--- src/rtl/dm_port_arbiter.sv ---
// Two-requester arbiter for the single data-memory port: CPU (M stage) vs external bridge.
// Optional macro DM_ARB_BE_CHECK_EN suppresses illegal byte-enable writes and flags them on be_err.
module dm_port_arbiter #(
    parameter int MAX_WAIT  = 4,
    parameter int BURST_MAX = 4
) (
    input  logic        clk,
    input  logic        reset,
    input  logic        cpu_req,
    input  logic [31:0] cpu_addr,
    input  logic [3:0]  cpu_byteen,
    input  logic [31:0] cpu_wdata,
    output logic        cpu_stall,
    output logic [31:0] cpu_rdata,
    input  logic        ext_req,
    input  logic [31:0] ext_addr,
    input  logic [3:0]  ext_byteen,
    input  logic [31:0] ext_wdata,
    output logic        ext_gnt,
    output logic        ext_rvalid,
    output logic [31:0] ext_rdata,
    output logic [31:0] dm_addr,
    output logic [3:0]  dm_byteen,
    output logic [31:0] dm_wdata,
    input  logic [31:0] dm_rdata
`ifdef DM_ARB_BE_CHECK_EN
    ,
    output logic        be_err
`endif
);

    localparam int WW = $clog2(MAX_WAIT + 1);
    localparam int BW = $clog2(BURST_MAX + 1);
    localparam logic [WW-1:0] WAIT_LAST  = WW'(MAX_WAIT - 1);
    localparam logic [WW-1:0] WAIT_MAX   = WW'(MAX_WAIT);
    localparam logic [BW-1:0] BURST_LAST = BW'(BURST_MAX - 1);

    typedef enum logic [0:0] {
        CPU_OWN = 1'b0,
        EXT_OWN = 1'b1
    } state_t;

    state_t          state_r, state_nxt_s;
    logic [WW-1:0]   wait_cnt_r, wait_nxt_s;
    logic [BW-1:0]   beat_cnt_r, beat_nxt_s;
    logic            cpu_svc_s;
    logic            ext_beat_s;
    logic [31:0]     sel_addr_s;
    logic [3:0]      sel_be_s;
    logic [31:0]     sel_wdata_s;
    logic            be_ok_s;

`ifdef DM_ARB_BE_CHECK_EN
    logic            be_err_r;

    function automatic logic be_legal(input logic [3:0] be);
        case (be)
            4'b0000, 4'b0001, 4'b0010, 4'b0100,
            4'b1000, 4'b0011, 4'b1100, 4'b1111: be_legal = 1'b1;
            default:                            be_legal = 1'b0;
        endcase
    endfunction
`endif

    // Ownership decision, starvation and burst accounting.
    always_comb begin
        state_nxt_s = state_r;
        wait_nxt_s  = wait_cnt_r;
        beat_nxt_s  = beat_cnt_r;
        cpu_svc_s   = 1'b0;
        ext_beat_s  = 1'b0;
        case (state_r)
            CPU_OWN: begin
                cpu_svc_s  = cpu_req;
                beat_nxt_s = '0;
                if (!ext_req) begin
                    wait_nxt_s = '0;
                end else if (!cpu_req || (wait_cnt_r == WAIT_LAST)) begin
                    state_nxt_s = EXT_OWN;
                    wait_nxt_s  = '0;
                end else if (wait_cnt_r < WAIT_MAX) begin
                    wait_nxt_s = wait_cnt_r + WW'(1);
                end else begin
                    wait_nxt_s = wait_cnt_r;
                end
            end
            EXT_OWN: begin
                // An absent external request hands the slot straight back to the CPU.
                if (ext_req) begin
                    ext_beat_s = 1'b1;
                    if (beat_cnt_r == BURST_LAST) begin
                        state_nxt_s = CPU_OWN;
                        beat_nxt_s  = '0;
                        wait_nxt_s  = '0;
                    end else begin
                        beat_nxt_s = beat_cnt_r + BW'(1);
                    end
                end else begin
                    cpu_svc_s   = cpu_req;
                    state_nxt_s = CPU_OWN;
                    beat_nxt_s  = '0;
                    wait_nxt_s  = '0;
                end
            end
            default: begin
                state_nxt_s = CPU_OWN;
                wait_nxt_s  = '0;
                beat_nxt_s  = '0;
            end
        endcase
    end

    // Memory port mux: serviced requester drives dm_*, otherwise all zero.
    always_comb begin
        sel_addr_s  = 32'h0000_0000;
        sel_be_s    = 4'b0000;
        sel_wdata_s = 32'h0000_0000;
        if (ext_beat_s) begin
            sel_addr_s  = ext_addr;
            sel_be_s    = ext_byteen;
            sel_wdata_s = ext_wdata;
        end else if (cpu_svc_s) begin
            sel_addr_s  = cpu_addr;
            sel_be_s    = cpu_byteen;
            sel_wdata_s = cpu_wdata;
        end else begin
            sel_addr_s  = 32'h0000_0000;
        end
`ifdef DM_ARB_BE_CHECK_EN
        be_ok_s = be_legal(sel_be_s);
`else
        be_ok_s = 1'b1;
`endif
    end

    assign dm_addr   = sel_addr_s;
    assign dm_wdata  = sel_wdata_s;
    assign dm_byteen = be_ok_s ? sel_be_s : 4'b0000;
    assign cpu_stall = cpu_req & ~cpu_svc_s;
    assign cpu_rdata = dm_rdata;
    assign ext_gnt   = ext_beat_s;

    // State, counters and registered external read return.
    always_ff @(posedge clk) begin
        if (reset) begin
            state_r    <= CPU_OWN;
            wait_cnt_r <= '0;
            beat_cnt_r <= '0;
            ext_rvalid <= 1'b0;
            ext_rdata  <= 32'h0000_0000;
        end else begin
            state_r    <= state_nxt_s;
            wait_cnt_r <= wait_nxt_s;
            beat_cnt_r <= beat_nxt_s;
            if (ext_beat_s && (ext_byteen == 4'b0000)) begin
                ext_rvalid <= 1'b1;
                ext_rdata  <= dm_rdata;
            end else begin
                ext_rvalid <= 1'b0;
            end
        end
    end

`ifdef DM_ARB_BE_CHECK_EN
    // One-cycle error pulse after a serviced access with an illegal byte-enable pattern.
    always_ff @(posedge clk) begin
        if (reset) begin
            be_err_r <= 1'b0;
        end else begin
            be_err_r <= ~be_ok_s;
        end
    end

    assign be_err = be_err_r;
`endif

endmodule

--- config.mk ---
export PLATFORM = sky130hd
export DESIGN_NAME = dm_port_arbiter
export DESIGN_NICKNAME = d
export VERILOG_FILES = /design/src/rtl/dm_port_arbiter.sv
export SDC_FILE = /design/constraint.sdc
export NUM_CORES = 1
export LEC_CHECK = 0
export CAP_MARGIN = 20
export CORE_AREA = 2 2 121 123
export CTS_CLUSTER_DIAMETER = 120
export DETAILED_ROUTE_END_ITERATION = 8
export DIE_AREA = 0 0 123 125
export GPL_ROUTABILITY_DRIVEN = 0
export SLEW_MARGIN = 20
export SYNTH_ARGS = -nofsm -noshare
export SYNTH_HDL_FRONTEND = slang
export SYNTH_SLANG_ARGS = --single-unit
--- constraint.sdc ---
create_clock -name clk -period 1.65 [get_ports clk]
set_input_delay 0.165 -clock clk [delete_from_list [all_inputs] [get_ports clk]]
set_output_delay 0.165 -clock clk [all_outputs]
set_load 0.01 [all_outputs]
==> results.py <==
metrics = {
    "finish": {
        "finish.instance_area_mm2": 0.00614,
        "nFillCells": 1417,
        "syn2layout_area_growth_pct": 108,
        "fin_util_pct": 43.2,
        "n_antenna_cell": 0,
        "nets": 888,
        "drive_above_1_share_pct": 14.9,
    },
    "detailed_routing": {
        "post_drt_via_cell_ratio": 4.43,
        "antenna_left": 0,
        "remaining_drc_errors": 0,
        "drtPass1Iterations": 4,
        "num_vias": 3977,
        "wire_per_inst_um": 14.3,
        "drtIter0Drc": 175,
        "routed_wl_mm": 12.9,
    },
    "synth": {
        "syn_inst": 440,
        "synth_largest_area_cell": "dfxtp_1",
        "synth-edff-count": 0,
        "synth_seq_cells": 40,
        "synth_top_area_share_pct": 27.1,
        "yosys-top-cells-count": "136 x nand2_1, 99 x o21ai_1, 40 x dfxtp_1",
        "yosysMostFrequentCell": "nand2_1",
        "synth_cell_type_count": 29,
        "synthTopCellsByArea": "dfxtp_1 27%, nand2_1 17%, o21ai_1 17%, nand4b_1 9.5%, buf_4 8.9%",
        "synth_nets": 616,
        "synth.avg_cell_area_um2": 6.71,
        "syn_area_mm2": 0.00295,
        "ys_seq_area_share_pct": 27.1,
        "yosysWarnings": 0,
        "synthArstFlopShare_pct": 0,
        "ys.flop_type": "dfxtp_1",
    },
    "timing": {
        "fin_crit_sh_pct": 98.1,
        "tightest_slew_ns": 0.326,
        "hold_violations": 0,
        "grt_setup_unrepaired": "true",
        "setup_viol": 0,
        "drv_slew": 0,
        "min_period_ns": 1.62,
        "fmaxAchievable_ghz": 0.618,
        "fin_skew_ns": 0.00586,
        "maxSlewHeadroom_pct": 77.7,
    },
    "critical_path": {
        "max_stage_delay_ns": 0.33,
        "cp_slowest_cell": "dfxtp_2",
        "cp-start-kind": "flip-flop",
        "crit_required_ns": 1.48,
        "critPathKind": "flip-flop to primary output",
        "cp_cell_sequence": "and2_4, bufbuf_16, o21ai_1, dlygate4sd2_1",
        "arrival_ns": 1.45,
        "cp_top_family": "buffers and inverters",
        "cp_num_buf_inv": 2,
        "worst_setup_path_end_kind": "primary output",
        "critPathMaxFanout": 15,
    },
    "die": {
        "initial_core_util_pct": 20.8,
        "die-area_mm2": 0.0154,
        "num_rows": 44,
        "io_pins": 307,
        "core_mm2": 0.0142,
        "chipHeight_um": 125,
        "die-width_um": 123,
    },
    "power": {
        "power_mw": 3.08,
        "peakVddDrop_mv": 0.380,
        "swShare_pct": 24.3,
        "power_frac_seq_pct": 31.6,
        "internal_power_mw": 2.33,
        "power.leakage_nw": 2.45,
        "p_per_area_mw_per_mm2": 502,
        "power_switching_mw": 0.748,
        "clockPowerShare_pct": 34.4,
        "pwr-share-comb_pct": 34.0,
    },
    "status": {
        "status": "complete, no violations",
    },
    "grt": {
        "grt_pass1_wl_mm": 19.4,
        "antenna_found_initial": 0,
        "grt_max_degree": 54,
        "track_usage_pct": 15.6,
        "grt_pass1_vias": 3776,
        "overflow": 0,
    },
    "clock_network": {
        "h-tree-depth": 2,
        "cts_made_buffers": 5,
        "cts.sinks": 40,
        "cts_tree": "done",
        "path_clk_slew_ns": 0.05,
        "clockBufferDepth": 2,
        "cts_hold_buf": 0,
        "clock_latency_ns": 0.27,
        "root_buffer": "clkbuf_16",
    },
    "placement": {
        "placedInstanceArea_mm2": 0.00604,
        "portBuffers": 306,
        "dp_hpwl_mm": 9.95,
    },
    "flow_run": {
        "cap_viol_max_count": 0,
    },
    "hold_path": {
        "hold_path_class": "flip-flop to flip-flop",
    },
}
[cell families (layout without fill, tap and decap cells)]
kind of cell	Yosys count	count (layout)	synth area share (%)
buffers and inverters	77	349	15.6
DFF	40	40	27.1
muxes	1	1	0.381
adders and majority gates	4	4	1.69
AOI/OAI and AO/OA	105	105	18.2
and+or+nand+nor	213	214	37.0
[worst paths after layout]
kind	cells after the start	endpoint	slack [ns]	start
hold reg to reg	1	beat_cnt_r[0]	0.42	beat_cnt_r[0]
hold / removal	1	beat_cnt_r[0]	0.42	beat_cnt_r[0]
setup / recovery	4	dm_wdata[5]	0.03	state_r
setup reg to reg	7	ext_rdata[10]	0.11	state_r
[metal layers]
metal	part of all wire, %	GRT usage (%)	wire [um]	vias up
met2	52	28.3	6660	164
li1	-	-	-	1995
met4	1.5	2.87	193	0
met1	40	18.6	5090	1802
met3	7.2	3.60	932	16
met5	0	0	0	-
[power by group through the flow]
stage                     Combinational, mW  Clock, mW  Sequential (mW)
after floorplan                       0.363          0            0.996
after global routing                   1.12       1.15            0.975
after detailed placement               1.12          0            0.995
after CTS                              1.07       1.09            0.975
final                                  1.05       1.06            0.975
after global placement                 1.11          0            0.995
[registers in the layout, indices dropped and copies added, names as in the netlist]
register / count
wait_cnt_r: 3
ext_rvalid: 1
state_r: 1
ext_rdata: 32
beat_cnt_r: 3
[placed cells by master, fill, tap and decap left out, types with 2 or more instances in the layout]
cell | netlist | layout
inv_1 | 5 | 5
buf_4 | 35 | 12
nand2_1 | 136 | 136
buf_8 | 0 | 2
nand2b_1 | 32 | 32
clkbuf_2 | 0 | 16
clkdlybuf4s50_1 | 0 | 234
buf_2 | 15 | 44
buf_6 | 3 | 3
dlygate4sd2_1 | 0 | 10
o21ai_1 | 99 | 97
nand4bb_1 | 2 | 2
clkbuf_16 | 0 | 6
ha_1 | 4 | 4
nand4b_1 | 32 | 32
and2_4 | 0 | 2
dfxtp_1 | 40 | 39
buf_12 | 0 | 8
buf_16 | 0 | 3
o21ai_2 | 0 | 3
nor2_1 | 3 | 3
[stage by stage]
stage | setup WS, ns | setup TNS (ns) | hold WS [ns] | std cells
floorplan | 0.293 | 0 | 0.283 | 440
global placement | -0.377 | -29.25 | 0.406 | 878
detailed placement | -0.381 | -30.92 | 0.420 | 878
CTS | -0.000763 | -0.000763 | 0.428 | 896
global route | -0.0307 | -0.0890 | 0.456 | 897
finish | 0.0312 | 0 | 0.419 | 897
[timing repair]
| item | in CTS | in global routing |
|---|---|---|
| resized for setup | 208 | 44 |
| endpoints found under the setup margin | 101 | 69 |
| pin swaps | 1 | 0 |
| buffers inserted | 5 | 0 |
| gates cloned | 5 | 1 |
[layout make-up]
cell class	count	area [um^2]	area share (%)
sequential	40	802	13.1
inverter	5	18.8	0.306
timing repair buffer	336	3210	52.3
tap	184	230	3.75
clock buffer	6	129	2.10
multi-input combinational	324	1710	27.9
clock inverter	2	35.0	0.571
(Power assumes the default switching activity.)
